## config.mk

```make
export PLATFORM = sky130hd
export DESIGN_NAME = param_queue_calculator_flat
export DESIGN_NICKNAME = d
export VERILOG_FILES = /design/src/rtl/param_queue_calculator_if.sv /design/src/rtl/param_queue_calculator.sv /design/src/flat_wrapper.sv
export SDC_FILE = /design/constraint.sdc
export NUM_CORES = 1
export LEC_CHECK = 0
export ABC_AREA = 1
export CORE_MARGIN = 3
export CORE_UTILIZATION = 39
export CTS_CLUSTER_DIAMETER = 40
export CTS_CLUSTER_SIZE = 10
export DETAILED_ROUTE_END_ITERATION = 6
export MAX_ROUTING_LAYER = met4
export PLACE_DENSITY_LB_ADDON = 0.05
export REMOVE_ABC_BUFFERS = 1
export SLEW_MARGIN = 0
export SYNTH_ARGS = -nofsm -noshare
export SYNTH_HDL_FRONTEND = slang
export SYNTH_SLANG_ARGS = --single-unit
```

## constraint.sdc

```tcl
create_clock -name clk -period 7.1 [get_ports clk]
set_input_delay 1.42 -clock clk [delete_from_list [all_inputs] [get_ports clk]]
set_output_delay 1.42 -clock clk [all_outputs]
set_load 0.1 [all_outputs]
```

## src/rtl/param_queue_calculator_if.sv

```systemverilog
// Operator/status bundle for param_queue_calculator: op request handshake plus queue status.
// The master side issues ops; the slave side (the calculator) reports queue state.
interface param_queue_calculator_if #(
  parameter int WIDTH = 8,
  parameter int DEPTH = 8
);
  localparam int CW = $clog2(DEPTH + 1);

  logic [WIDTH-1:0] in;
  logic [2:0]       op;
  logic             apply;
  logic             ready;
  logic [WIDTH-1:0] tail;
  logic [WIDTH-1:0] head;
  logic [CW-1:0]    count;
  logic             empty;
  logic             full;
  logic             valid;
  logic [1:0]       err_code;

  modport master (
    output in, op, apply,
    input  ready, tail, head, count, empty, full, valid, err_code
  );

  modport slave (
    input  in, op, apply,
    output ready, tail, head, count, empty, full, valid, err_code
  );
endinterface

```

## src/rtl/param_queue_calculator.sv

```systemverilog
// Queue-based calculator: operands from the head, results appended at the tail.
// Define DIV_EN to build the iterative restoring divider; otherwise DIV reports err_code 3.
module param_queue_calculator #(
  parameter int WIDTH = 8,
  parameter int DEPTH = 8
) (
  input  logic clk,
  input  logic rst,
  param_queue_calculator_if.slave bus
);
  localparam int CW = $clog2(DEPTH + 1);
  localparam int PW = $clog2(DEPTH);

  localparam logic [2:0] OP_PUSH  = 3'd0;
  localparam logic [2:0] OP_POP   = 3'd1;
  localparam logic [2:0] OP_ADD   = 3'd2;
  localparam logic [2:0] OP_SUB   = 3'd3;
  localparam logic [2:0] OP_MUL   = 3'd4;
  localparam logic [2:0] OP_DIV   = 3'd5;
  localparam logic [2:0] OP_DUP   = 3'd6;
  localparam logic [2:0] OP_CLEAR = 3'd7;

  typedef enum logic [1:0] {IDLE, EXEC, COMMIT} state_t;

  state_t           state_reg;
  logic [WIDTH-1:0] mem [DEPTH];
  logic [PW-1:0]    rd_ptr_reg;
  logic [PW-1:0]    wr_ptr_reg;
  logic [CW-1:0]    count_reg;
  logic             ready_reg;
  logic             valid_reg;
  logic [1:0]       err_reg;
  logic [2:0]       op_reg;
  logic [WIDTH-1:0] a_reg;
  logic [WIDTH-1:0] b_reg;
  logic [WIDTH-1:0] res_reg;

  // Head, second entry and tail are read asynchronously so status is visible the cycle after an update.
  logic [WIDTH-1:0] head_val;
  logic [WIDTH-1:0] next_val;
  logic [WIDTH-1:0] tail_val;
  logic             is_empty;
  logic             is_full;

  assign head_val = mem[rd_ptr_reg];
  assign next_val = mem[rd_ptr_reg + PW'(1)];
  assign tail_val = mem[wr_ptr_reg - PW'(1)];
  assign is_empty = (count_reg == '0);
  assign is_full  = (count_reg == CW'(DEPTH));

  // Acceptance decode: error checks and queue effect of the op currently presented.
  logic [1:0]       acc_err;
  logic             acc_exec;
  logic             acc_push;
  logic             acc_pop;
  logic             acc_clear;
  logic [WIDTH-1:0] acc_data;

  always_comb begin
    acc_err   = 2'd0;
    acc_exec  = 1'b0;
    acc_push  = 1'b0;
    acc_pop   = 1'b0;
    acc_clear = 1'b0;
    acc_data  = bus.in;
    case (bus.op)
      OP_PUSH: begin
        if (is_full) acc_err = 2'd2;
        else         acc_push = 1'b1;
      end
      OP_POP: begin
        if (is_empty) acc_err = 2'd1;
        else          acc_pop = 1'b1;
      end
      OP_DUP: begin
        acc_data = head_val;
        if (is_empty)     acc_err = 2'd1;
        else if (is_full) acc_err = 2'd2;
        else              acc_push = 1'b1;
      end
      OP_CLEAR: acc_clear = 1'b1;
      OP_DIV: begin
`ifdef DIV_EN
        if (count_reg < CW'(2))  acc_err = 2'd1;
        else if (next_val == '0) acc_err = 2'd3;
        else                     acc_exec = 1'b1;
`else
        acc_err = 2'd3;
`endif
      end
      default: begin
        if (count_reg < CW'(2)) acc_err = 2'd1;
        else                    acc_exec = 1'b1;
      end
    endcase
  end

  logic [WIDTH-1:0] alu_res;

  always_comb begin
    alu_res = a_reg + b_reg;
    case (op_reg)
      OP_SUB:  alu_res = a_reg - b_reg;
      OP_MUL:  alu_res = a_reg * b_reg;
      default: alu_res = a_reg + b_reg;
    endcase
  end

`ifdef DIV_EN
  localparam int CNTW = (WIDTH > 1) ? $clog2(WIDTH) : 1;

  logic [WIDTH-1:0] rem_reg;
  logic [WIDTH-1:0] quo_reg;
  logic [CNTW-1:0]  cnt_reg;
  logic [WIDTH-1:0] rem_next;
  logic [WIDTH-1:0] quo_next;
  logic [WIDTH:0]   rem_shift;
  logic [WIDTH:0]   diff;

  // One restoring step: shift in the next dividend bit, subtract if it fits.
  always_comb begin
    rem_shift = {rem_reg, quo_reg[WIDTH-1]};
    diff      = rem_shift - {1'b0, b_reg};
    if (diff[WIDTH]) begin
      rem_next = rem_shift[WIDTH-1:0];
      quo_next = {quo_reg[WIDTH-2:0], 1'b0};
    end else begin
      rem_next = diff[WIDTH-1:0];
      quo_next = {quo_reg[WIDTH-2:0], 1'b1};
    end
  end
`endif

  // Only one writer per cycle: accepted pushes happen in IDLE, results land in COMMIT.
  logic             mem_we;
  logic [WIDTH-1:0] mem_wdata;

  assign mem_we    = (state_reg == COMMIT) || (state_reg == IDLE && bus.apply && acc_push);
  assign mem_wdata = (state_reg == COMMIT) ? res_reg : acc_data;

  always_ff @(posedge clk) begin
    if (mem_we) mem[wr_ptr_reg] <= mem_wdata;
  end

  always_ff @(posedge clk or negedge rst) begin
    if (!rst) begin
      state_reg  <= IDLE;
      rd_ptr_reg <= '0;
      wr_ptr_reg <= '0;
      count_reg  <= '0;
      ready_reg  <= 1'b1;
      valid_reg  <= 1'b1;
      err_reg    <= 2'd0;
      op_reg     <= OP_PUSH;
      a_reg      <= '0;
      b_reg      <= '0;
      res_reg    <= '0;
`ifdef DIV_EN
      rem_reg    <= '0;
      quo_reg    <= '0;
      cnt_reg    <= '0;
`endif
    end else begin
      case (state_reg)
        IDLE: begin
          if (bus.apply) begin
            valid_reg <= (acc_err == 2'd0);
            err_reg   <= acc_err;
            if (acc_clear) begin
              rd_ptr_reg <= '0;
              wr_ptr_reg <= '0;
              count_reg  <= '0;
            end
            if (acc_push) begin
              wr_ptr_reg <= wr_ptr_reg + PW'(1);
              count_reg  <= count_reg + CW'(1);
            end
            if (acc_pop) begin
              rd_ptr_reg <= rd_ptr_reg + PW'(1);
              count_reg  <= count_reg - CW'(1);
            end
            if (acc_exec) begin
              op_reg    <= bus.op;
              a_reg     <= head_val;
              b_reg     <= next_val;
              state_reg <= EXEC;
              ready_reg <= 1'b0;
`ifdef DIV_EN
              rem_reg   <= '0;
              quo_reg   <= head_val;
              cnt_reg   <= '0;
`endif
            end
          end
        end
        EXEC: begin
`ifdef DIV_EN
          if (op_reg == OP_DIV) begin
            rem_reg <= rem_next;
            quo_reg <= quo_next;
            cnt_reg <= cnt_reg + CNTW'(1);
            if (cnt_reg == CNTW'(WIDTH - 1)) begin
              res_reg   <= quo_next;
              state_reg <= COMMIT;
            end
          end else begin
            res_reg   <= alu_res;
            state_reg <= COMMIT;
          end
`else
          res_reg   <= alu_res;
          state_reg <= COMMIT;
`endif
        end
        COMMIT: begin
          // Both operands leave the head while the result is appended: net one fewer entry.
          rd_ptr_reg <= rd_ptr_reg + PW'(2);
          wr_ptr_reg <= wr_ptr_reg + PW'(1);
          count_reg  <= count_reg - CW'(1);
          state_reg  <= IDLE;
          ready_reg  <= 1'b1;
        end
        default: begin
          state_reg <= IDLE;
          ready_reg <= 1'b1;
        end
      endcase
    end
  end

  assign bus.ready    = ready_reg;
  assign bus.head     = is_empty ? '0 : head_val;
  assign bus.tail     = is_empty ? '0 : tail_val;
  assign bus.count    = count_reg;
  assign bus.empty    = is_empty;
  assign bus.full     = is_full;
  assign bus.valid    = valid_reg;
  assign bus.err_code = err_reg;
endmodule

```

## src/flat_wrapper.sv

```systemverilog
// flat-port wrapper written by rule: the top's interface ports become plain ports
module param_queue_calculator_flat 
#(
  parameter int WIDTH = 8,
  parameter int DEPTH = 8
)
  (clk, rst, bus_in, bus_op, bus_apply, bus_ready, bus_tail, bus_head, bus_count, bus_empty, bus_full, bus_valid, bus_err_code);
  param_queue_calculator_if #(.WIDTH(WIDTH), .DEPTH(DEPTH)) bus_i ();
  input  logic clk;
  input  logic rst;
  input wire logic [$bits(bus_i.in)-1:0] bus_in;
  input wire logic [$bits(bus_i.op)-1:0] bus_op;
  input wire logic [$bits(bus_i.apply)-1:0] bus_apply;
  output wire logic [$bits(bus_i.ready)-1:0] bus_ready;
  output wire logic [$bits(bus_i.tail)-1:0] bus_tail;
  output wire logic [$bits(bus_i.head)-1:0] bus_head;
  output wire logic [$bits(bus_i.count)-1:0] bus_count;
  output wire logic [$bits(bus_i.empty)-1:0] bus_empty;
  output wire logic [$bits(bus_i.full)-1:0] bus_full;
  output wire logic [$bits(bus_i.valid)-1:0] bus_valid;
  output wire logic [$bits(bus_i.err_code)-1:0] bus_err_code;
  assign bus_i.in = bus_in;
  assign bus_i.op = bus_op;
  assign bus_i.apply = bus_apply;
  assign bus_ready = bus_i.ready;
  assign bus_tail = bus_i.tail;
  assign bus_head = bus_i.head;
  assign bus_count = bus_i.count;
  assign bus_empty = bus_i.empty;
  assign bus_full = bus_i.full;
  assign bus_valid = bus_i.valid;
  assign bus_err_code = bus_i.err_code;
  param_queue_calculator #(.WIDTH(WIDTH), .DEPTH(DEPTH)) u_core (.clk(clk), .rst(rst), .bus(bus_i));
endmodule
```

==> flow_metrics.py, run 1 <==
metrics = {
    "status": {
        "status": "finished clean",
    },
    "floorplanning": {
        "rows": 49,
        "fp.dieH_um": 144,
        "start_util_pct": 40.6,
        "ios": 40,
        "fp.dieArea_um2": 20800,
        "fp.dieW_um": 144,
        "fp.coreArea_um2": 18300,
    },
    "clock_network": {
        "ctsHtreeMaxLevel": 3,
        "cts_tree": "done",
        "clkTransAtPathRegs_ps": 80,
        "postCtsHoldBufs": 0,
        "cts_buffer_depth": 2,
        "clock_sinks": 107,
        "postCtsSetupBuffers": 0,
        "worstSkewPairLatency_ps": 360,
        "numCtsBuffers": 9,
        "ctsRootBufferMaster": "clkbuf_16",
        "cts_resized": 0,
    },
    "sta": {
        "setup_viol": 0,
        "tightest_slew_ps": 1250,
        "fmax_mhz": 170,
        "final-max-slew-violation-count": 0,
        "fin_worst_skew_ps": 15.3,
        "fin_crit_ps": 5880,
        "rsz0062_at_grt": "false",
        "slew_headroom_pct": 16.6,
        "setup-tns-final_ps": 0,
        "period_share_pct": 82.8,
        "hold_viol": 0,
    },
    "synthesis": {
        "synthMostInstantiatedCell": "nand2_1",
        "synth.avg_cell_area_um2": 7.83,
        "ys_ff_latch": 107,
        "synthTopCellsByArea": "edfxtp_1, dfrtp_1, o21ai_0, nand2_1, inv_1",
        "yosysTopAreaCell": "edfxtp_1",
        "yosysWarnings": 0,
        "synth.distinct_cells": 46,
        "netlist_area_um2": 7430,
        "synth_top_area_share_pct": 25.9,
        "synth_edf_count": 64,
        "syn-instance-count": 949,
        "synthArstFlopShare_pct": 40.2,
        "yosys-top-cells-count": "nand2_1, inv_1, o21ai_0, a21oi_1, edfxtp_1",
        "synth-seq-area-share_pct": 40.4,
        "ys.flop_type": "edfxtp_1",
    },
    "setup_path": {
        "cp_data_arrival_time_ps": 4460,
        "worstSetupEndpointType": "output pin",
        "required_ps": 5680,
        "critical_path_class": "flop to output pin",
        "cp-start-kind": "flop",
        "cp_max_fo": 36,
    },
    "layout": {
        "largest_reg_flops": 64,
        "top_register": "u_core.mem",
        "diodes": 0,
        "fin_nets": 1020,
        "drive_gt1_share_pct": 6.71,
        "area_growth_pct": 11.1,
    },
    "placed_design": {
        "numPortBuffers": 39,
        "gp_congestion": 0.854,
        "hpwl_um": 14900,
    },
    "grt": {
        "antenna_found_initial": 0,
        "grt_first_pass_wirelength_um": 33300,
        "overflow": 0,
        "grt_usage_pct": 21.8,
        "grt_pass1_vias": 5855,
        "grt_max_degree": 51,
    },
    "min_path": {
        "hold_path_class": "flop to flop",
    },
    "routing": {
        "ant_nets": 0,
        "wl_um": 21300,
        "drt-initial-drc-count": 456,
        "firstDrtPassIters": 5,
        "vias": 6287,
        "wl_per_cell_um": 17.8,
        "drc": 0,
        "vias_per_cell": 5.25,
    },
    "flow_run": {
        "maxCapViolations": 0,
    },
}
[placed cells by master (no fill, tap or decap), drive strengths merged, types with 2 or more instances in the layout]
cell and n:
and2 8, dfstp 2, fa 13, o31ai 2
nand2 164, nor2 56, clkbuf 10, a22oi 4
buf 16, a31oi 18, nand3b 3, clkinv 3
xnor2 6, xor2 10, a211oi 2, ha 30
a21oi 110, dfrtp 41, clkdlybuf4s50 31, nor3 8
o211ai 10, nand3 38, o21a 2, edfxtp 64
inv 160, o21ai 150, o22ai 2
[path summary, 6_finish.rpt]
kind                                      start                   end  slack (ps)  cells after the start
setup / recovery           u_core.wr_ptr_reg[0]           bus_tail[0]        1220                     11
hold / removal                 u_core.op_reg[2]      u_core.op_reg[2]         490                      1
setup reg to reg                u_core.a_reg[1]     u_core.res_reg[7]        2730                     21
hold reg to reg                u_core.op_reg[2]      u_core.op_reg[2]         490                      1
max in group asynchronous                   rst     u_core.res_reg[6]        5260                      1
min in group asynchronous                   rst  u_core.wr_ptr_reg[1]        1210                      1
[logic make-up after synthesis]
| group | count (synthesis) | share of synthesized area (%) |
|---|---|---|
| AOI/OAI and AO/OA | 303 | 21.9 |
| xor gates and xnor gates | 16 | 1.89 |
| adders and majority gates | 43 | 8.55 |
| buffers and inverters | 202 | 10.9 |
| DFF | 107 | 40.4 |
| and+or+nand+nor | 278 | 16.3 |
[metrics by stage]
step | instance area, um^2 | hold slack [ps] | setup WS (ps) | utilization, % | std cells
floorplan | 7210 | 450 | 1730 | - | 905
global placement | 7940 | 477 | 1690 | 43.3 | 1181
detailed placement | 7940 | 472 | 1620 | 43.3 | 1181
CTS | 8260 | 500 | 1220 | 45.0 | 1197
global route | 8260 | 530 | 902 | 45.0 | 1197
finish | 8260 | 493 | 1220 | 45.0 | 1197
[worst max-delay path, stage by stage, from the launching register on]
cell             delay (ps)
dfrtp_1                 320
buf_4                   330
inv_2                    40
buf_4                   250
ha_1                    800
inv_1                   520
a21oi_1                 220
o21ai_0                 110
nand2_1                  70
o21ai_0                  70
a31oi_1                 190
clkdlybuf4s50_1        1160
[layer usage]
layer  routed length, um  global-route usage [%]  up-vias
li1                    -                       -     3189
met1               10500                    31.7     2908
met2                9570                    32.9      176
met3                1030                    2.81       14
met4                 150                    4.51        0
met5                   0                       -        -
[area by class of cell]
type / instances / area (um^2)
multi-input combinational: 640 / 3630
sequential: 107 / 3000
timing repair buffer: 47 / 428
clock inverter: 6 / 78.8
inverter: 158 / 593
clock buffer: 10 / 239
tap: 229 / 287
fill: 1848 / 10100
Power of run 1 is left out: the tool's default activity adds up to more than one toggle a clock period on the data nets, which glitch-free logic cannot reach.
==> run 2, diff against run 1 <==
- clock period: 7.1 -> 5.8 ns (I/O delays scaled with it)
==> flow_metrics.py, run 2 (synthesis results as in run 1) <==
metrics = {
    "setup_path": {
        "worstSetupEndpointType": "output pin",
        "worstPathCellList": "inv_1 > ha_1 > nand2_1 > nor2_1 > clkdlybuf4s50_1",
        "cp_max_fo": 11,
        "cp_data_arrival_time_ps": 3160,
        "cp_slowest_stage_delay_ps": 1290,
        "critical_path_class": "flop to output pin",
        "required_ps": 4640,
        "slowest_stage": "clkdlybuf4s50_1",
        "cp-start-kind": "flop",
    },
    "routing": {
        "wl_per_cell_um": 18.5,
        "wl_um": 22200,
        "vias": 6437,
        "vias_per_cell": 5.36,
        "ant_nets": 0,
        "drt-initial-drc-count": 550,
        "drc": 0,
        "firstDrtPassIters": 5,
    },
    "layout": {
        "fin_nets": 1025,
        "fillerInstances": 1848,
        "mostFrequentLayoutCell": "nand2_1",
        "regArea_um2": 3000,
        "top_register": "u_core.mem",
        "final_cell_mix": "nand2_1, inv_1, o21ai_0",
        "drive_gt1_share_pct": 7.81,
        "area_growth_pct": 11.3,
        "diodes": 0,
        "largest_reg_flops": 64,
        "multiInputGateArea_um2": 3620,
    },
    "floorplanning": {
        "fp.dieH_um": 144,
        "rows": 49,
        "ios": 40,
        "start_util_pct": 40.6,
        "fp.dieW_um": 144,
        "fp.coreArea_um2": 18300,
        "fp.dieArea_um2": 20800,
    },
    "clock_network": {
        "clkTransAtPathRegs_ps": 70,
        "cts_buffer_depth": 2,
        "numCtsBuffers": 9,
        "postCtsHoldBufs": 0,
        "cts_tree": "done",
        "postCtsSetupBuffers": 0,
        "ctsHtreeMaxLevel": 3,
        "clock_sinks": 107,
        "ctsRootBufferMaster": "clkbuf_16",
        "cts_resized": 0,
        "worstSkewPairLatency_ps": 360,
    },
    "grt": {
        "antenna_found_initial": 0,
        "grt_max_degree": 58,
        "grt_first_pass_wirelength_um": 34100,
        "grt_usage_pct": 22.5,
        "overflow": 0,
        "grt_pass1_vias": 5953,
    },
    "status": {
        "status": "finished clean",
    },
    "min_path": {
        "hold_path_class": "flop to flop",
    },
    "placed_design": {
        "numPortBuffers": 39,
        "gp_congestion": 0.864,
        "hpwl_um": 15500,
    },
    "sta": {
        "final-max-slew-violation-count": 0,
        "setup-tns-final_ps": 0,
        "fmax_mhz": 232,
        "rsz0062_at_grt": "false",
        "period_share_pct": 74.5,
        "slew_headroom_pct": 16.0,
        "fin_worst_skew_ps": 6.25,
        "tightest_slew_ps": 1260,
        "fin_crit_ps": 4320,
        "setup_viol": 0,
        "hold_viol": 0,
    },
    "flow_run": {
        "maxCapViolations": 0,
    },
}
run 2: cell types whose count changed in the layout (fill, tap and decap cells not counted), sizes merged:
cell,before,now
buf,16,30
clkdlybuf4s50,31,22
clkinvlp,0,2
inv,160,158
bufinv,1,2
clkinv,3,2
run 2: final timing paths:
kind | from | end | slack (ps) | cells past startpoint
worst max-delay path | u_core.bus.count[0] | bus_empty | 1480 | 5
worst min-delay path | u_core.op_reg[2] | u_core.op_reg[2] | 490 | 1
worst max register to register | u_core.a_reg[1] | u_core.res_reg[7] | 1650 | 21
worst min register to register | u_core.op_reg[2] | u_core.op_reg[2] | 490 | 1
max in group asynchronous | rst | u_core.b_reg[7] | 4490 | 2
min in group asynchronous | rst | u_core.wr_ptr_reg[1] | 880 | 2
run 2: cell type report:
type	instances	area share, %
sequential	107	36.3
timing repair buffer	52	5.36
clock inverter	6	1.18
inverter	158	7.17
clock buffer	10	2.77
tap	229	3.46
multi-input combinational	640	43.8
run 2: metrics by stage:
step | cells | utilization (%) | instance area, um^2 | hold slack [ps] | worst slack, ps
5_1_grt | 1202 | 45.1 | 8270 | 534 | 1340
2_1_floorplan | 905 | - | 7210 | 450 | 694
3_3_place_gp | 1186 | 43.3 | 7940 | 476 | 1720
6_report | 1202 | 45.1 | 8270 | 493 | 1480
3_5_place_dp | 1186 | 43.3 | 7940 | 481 | 1660
4_1_cts | 1202 | 45.1 | 8270 | 499 | 1480
run 2: routing by layer:
metal  GRT usage (%)  vias to the layer above  wire length, um
li1                -                     3192                -
met1            33.3                     3033            11100
met2            32.8                      197             9700
met3            3.97                       15             1200
met4            4.06                        0              196
met5               -                        -                0
run 2: worst max-delay path: cells and delay by family (launching register included):
family | cells | cell delay [ps]
adders and majority gates | 1 | 170
and+or+nand+nor | 2 | 810
buffers and inverters | 2 | 1410
DFF | 1 | 410
Power of run 2 is left out for the same reason.
==> patch 1, RTL diff (settings of run 2) <==
`DEPTH` is set to 8 in 3 places; all go to 16.
--- a/src/rtl/param_queue_calculator_if.sv
+++ b/src/rtl/param_queue_calculator_if.sv
@@ -2,7 +2,7 @@
 // The master side issues ops; the slave side (the calculator) reports queue state.
 interface param_queue_calculator_if #(
   parameter int WIDTH = 8,
-  parameter int DEPTH = 8
+  parameter int DEPTH = 16
 );
   localparam int CW = $clog2(DEPTH + 1);
 
--- a/src/rtl/param_queue_calculator.sv
+++ b/src/rtl/param_queue_calculator.sv
@@ -2,7 +2,7 @@
 // Define DIV_EN to build the iterative restoring divider; otherwise DIV reports err_code 3.
 module param_queue_calculator #(
   parameter int WIDTH = 8,
-  parameter int DEPTH = 8
+  parameter int DEPTH = 16
 ) (
   input  logic clk,
   input  logic rst,
--- a/src/flat_wrapper.sv
+++ b/src/flat_wrapper.sv
@@ -2,7 +2,7 @@
 module param_queue_calculator_flat 
 #(
   parameter int WIDTH = 8,
-  parameter int DEPTH = 8
+  parameter int DEPTH = 16
 )
   (clk, rst, bus_in, bus_op, bus_apply, bus_ready, bus_tail, bus_head, bus_count, bus_empty, bus_full, bus_valid, bus_err_code);
   param_queue_calculator_if #(.WIDTH(WIDTH), .DEPTH(DEPTH)) bus_i ();
Interface: changed (resized bus_count); port bits go from 40 to 41. The function was not compared with the original's and may differ.
==> patch 1 against run 2 <==
  * Synthesized area rose by 55%
  * Cell area up 54%
  * Sequential cell count grew 67
  * Wire length increased by 72%
  * Register-to-register slack worse by 0.03 ns
  * Setup slack worse by 0.41 ns
  * Via count up 58%
  * Maximum frequency fell by 8.7%
  * Core utilization fell by 0.88 points
  * Hold slack worse by 0.0032 ns
  * Largest cell class unchanged
Power is left out: the tool's default activity adds up to more than one toggle a clock period on the data nets, which glitch-free logic cannot reach.
==> patch 1: results (changes against run 2) <==
Finished Layout Cells=1,810 (was 1,202); largest net degree at the start of global routing=99 (was 58); vias post-DR=10,155 (was 6,437); # H-tree levels=4 (was 3); setup bufs post-CTS=0 (unchanged); I/O Buffers=40 (was 39); placed cells=1,779 (was 1,186); Worst Reg2Reg Path Length in Cells=21 (unchanged); first-pass GRT wire length=58.2 mm (was 34.1 mm); Clock Skew=0.0187 ns (was 0.00625 ns); distinct cell type count after synthesis=48 (was 46); fin nets=1,475 (was 1,025); top post-synthesis cells by area=edfxtp_1 33%, dfrtp_1 9.6%, o21ai_0 8.4% (was edfxtp_1 26%, dfrtp_1 14%, o21ai_0 9.6%); final WL=38.1 mm (was 22.2 mm); Routability Congestion=0.865 (was 0.864); sequential area share after synthesis=43.5% (was 40.4%); M1 GR Usage=35.1% (was 33.3%); M2 GR Usage=37.7% (was 32.8%); M3 GR Usage=4.02% (was 3.97%); TritonCTS Buffers=17 (was 9); Critical Path Max Stage Delay=0.57 ns (was 1.29 ns); status=complete, no violations (unchanged); Worst Hold End=u_core.bus.valid (was u_core.op_reg[2]); fraction of registers with async set or reset after synthesis=26.4% (was 40.2%); layout cells sized above 1=8.06% (was 7.81%); worst hold stages=2 (was 1); syn_area_per_cell=8.05 sq um (was 7.83 sq um); Util after Layout=44.2% (was 45.1%); post-place setup slack=1.53 ns (was 1.66 ns); Worst slew margin=22.2% (was 16.0%); predominant post-synthesis flop cell=edfxtp_1 (unchanged); HPWL Detailed=25.6 mm (was 15.5 mm); gr usage total=25.3% (was 22.5%); crit path max-delay cell type=inv_1 (was clkdlybuf4s50_1); Worst Path Max Fanout=39 (was 11); max reg flops=128 (was 64); DRT Pass-1 Iters=6 (was 5); setup slack, reg-to-reg=1.62 ns (was 1.65 ns); HP Start=u_core.bus.valid (was u_core.op_reg[2]); Skew-Pair Late Insertion Delay=0.44 ns (was 0.36 ns); vias in the first global route=9,682 (was 5,953)
patch 1: changes by cell type after synthesis, sizes merged, moves of 35 or more:
cell,before,now
nand2,164,226
a21oi,110,174
o21ai,150,222
o211ai,10,45
nand3,38,131
edfxtp,64,128
patch 1: logic make-up after synthesis:
group	share of synthesized area (%)
AO/OA/AOI/OAI	22.3
XOR/XNOR	1.68
adder cells (fa/ha/maj)	5.97
buffers and inverters	9.57
flip-flops	43.5
multiplexers	0.131
AND/OR/NAND/NOR	16.9
patch 1: worst max path at each step:
stage / start / to / slack [ns] / cells past startpoint
floorplan: u_core.wr_ptr_reg[0] / bus_tail[5] / -1.77 / 8
global placement: u_core.wr_ptr_reg[0] / bus_tail[5] / 1.60 / 9
detailed placement: u_core.wr_ptr_reg[0] / bus_tail[5] / 1.53 / 9
CTS: u_core.wr_ptr_reg[0] / bus_tail[5] / 1.07 / 9
global route: u_core.wr_ptr_reg[0] / bus_tail[2] / 0.82 / 11
finish: u_core.wr_ptr_reg[0] / bus_tail[5] / 1.07 / 9
patch 1: final cells by class:
| cell class | count | area (sq um) |
|---|---|---|
| sequential | 174 | 5000 |
| multi-input combinational | 981 | 5430 |
| fill | 2922 | 16100 |
| inverter | 183 | 689 |
| timing repair buffer | 57 | 608 |
| clock inverter | 14 | 131 |
| clock buffer | 17 | 425 |
| tap | 384 | 480 |
patch 1: stage by stage:
stage | hold WS (ns) | area [sq um]
after detailed placement | 0.473 | 12200
final | 0.490 | 12800
after global routing | 0.520 | 12800
after floorplan | 0.449 | 11100
after CTS | 0.490 | 12800
after global placement | 0.475 | 12200
patch 1: metal layers:
metal / wire, microns / vias to the layer above / part of all wire, %
li1: - / 4890 / -
met1: 17600 / 4836 / 46
met4: 997 / 0 / 2.6
met2: 17000 / 366 / 45
met5: 0 / - / 0
met3: 2510 / 63 / 6.6
==> patch 2, RTL diff (config.mk and constraints of run 2) <==
Made on the original files. Re-encode `state_t` (3 states) as one-hot, 3 bits wide.
--- a/src/rtl/param_queue_calculator.sv
+++ b/src/rtl/param_queue_calculator.sv
@@ -20,7 +20,7 @@
   localparam logic [2:0] OP_DUP   = 3'd6;
   localparam logic [2:0] OP_CLEAR = 3'd7;
 
-  typedef enum logic [1:0] {IDLE, EXEC, COMMIT} state_t;
+  typedef enum logic [2:0] {IDLE = 3'b001, EXEC = 3'b010, COMMIT = 3'b100} state_t;
 
   state_t           state_reg;
   logic [WIDTH-1:0] mem [DEPTH];
Formal check against the unedited RTL: no difference found for any inputs over 4 cycles, from zero or initial values and one cycle with rst low; so few cycles prove little.
==> patch 2 against run 2 <==
  * Setup slack worse by 0.46 ns
  * Wire length is 1.5% lower
  * Sequential cell count rose by 1
  * Global-route usage shrank 1.2 points
  * Maximum frequency decreased by 9.7%
  * Synthesized area grew 3.0%
  * Die area increased by 2.9%
  * Cell area is 0.77% higher
  * First-iteration DRC count grew 6.2%
  * Register-to-register slack improved by 0.04 ns
  * Via count rose by 0.11%
  * Critical path type unchanged
  * Largest cell class unchanged
Power is left out: the tool's default activity adds up to more than one toggle a clock period on the data nets, which glitch-free logic cannot reach.
==> patch 2: results (changes against run 2) <==
Iter 0 DRT Violations=584 (was 550); status=complete, no violations (unchanged); Worst Setup SP=u_core.wr_ptr_reg[0] (was u_core.bus.count[0]); vias in the first global route=6,008 (was 5,953); Worst Path Max Fanout=19 (was 11); Syn Inst Count=956 (was 949); distinct cell type count after synthesis=51 (was 46); layout cells sized above 1=7.24% (was 7.81%); HPWL Detailed=15.7 mm (was 15.5 mm); sequential area share after synthesis=39.5% (was 40.4%); first-pass GRT wire length=34.8 mm (was 34.1 mm); Area after DPL=0.00806 sq mm (was 0.00794 sq mm); Worst Path Arrival=3.62 ns (was 3.16 ns); largest net degree at the start of global routing=83 (was 58); wire per inst=17.8 microns (was 18.5 microns); gr usage total=21.3% (was 22.5%); top post-synthesis cells by area=edfxtp_1 25%, dfrtp_1 13%, nand2_1 8.4% (was edfxtp_1 26%, dfrtp_1 14%, o21ai_0 9.6%); Worst slew margin=29.8% (was 16.0%); vias post-DR=6,444 (was 6,437); Synth top cells by count=171 x nand2_1, 147 x inv_1, 109 x o21ai_0 (was 160 x nand2_1, 147 x inv_1, 142 x o21ai_0); placed cells=1,211 (was 1,186); DRT Pass-1 Iters=7 (was 5); final WL=21.9 mm (was 22.2 mm); CP endpoint=bus_tail[2] (was bus_empty); setup slack, reg-to-reg=1.69 ns (was 1.65 ns); fraction of registers with async set or reset after synthesis=40.7% (was 40.2%)
## patch 2: logic make-up after synthesis
kind of cell             after synthesis  share of synthesized area, %
XOR/XNOR                              13                          1.59
AO/OA/AOI/OAI                        273                          20.1
flip-flops                           108                          39.5
buffers and inverters                203                          12.0
adder cells (fa/ha/maj)               43                          8.30
AND/OR/NAND/NOR                      316                          18.4
## patch 2: critical path, cell delays in order, from the launching register on
cell and delay, ns:
dfrtp_1 0.77, inv_2 0.08, ha_1 0.79, inv_1 0.54
a21oi_1 0.22, o21ai_0 0.10, nand2_1 0.08, o21ai_0 0.08
a31oi_1 0.26, buf_4 0.34
## patch 2: through the flow
step / setup slack (ns) / utilization, %
after floorplan: 0.506 / -
after global placement: 1.39 / 42.4
after detailed placement: 1.39 / 42.4
after CTS: 1.00 / 43.8
after global routing: 0.707 / 43.8
final: 1.02 / 43.8
## patch 2: cell type report
type	instances	area [sq um]
Clock buffer	11	233
Timing Repair Buffer	44	398
Inverter	154	581
Sequential cell	108	3030
Fill cell	1980	10700
Tap cell	260	325
Multi-Input combinational cell	645	3730
Clock inverter	5	42.5
## patch 2: worst min-delay path by stage
stage | slack (ns) | endpoint | cells after the start
2_1_floorplan | 0.45 | u_core.res_reg[7] | 2
3_3_place_gp | 0.48 | u_core.op_reg[2] | 1
3_5_place_dp | 0.48 | u_core.op_reg[2] | 1
4_1_cts | 0.50 | u_core.op_reg[2] | 1
5_1_grt | 0.52 | u_core.op_reg[2] | 1
6_report | 0.49 | u_core.op_reg[2] | 1
## patch 2: layer usage
layer	track usage [%]	part of all wire [%]	wire, microns
met1	29.7	47	10200
met3	3.10	4.8	1050
met5	-	0	0
met4	3.48	1.0	228
met2	33.9	47	10400
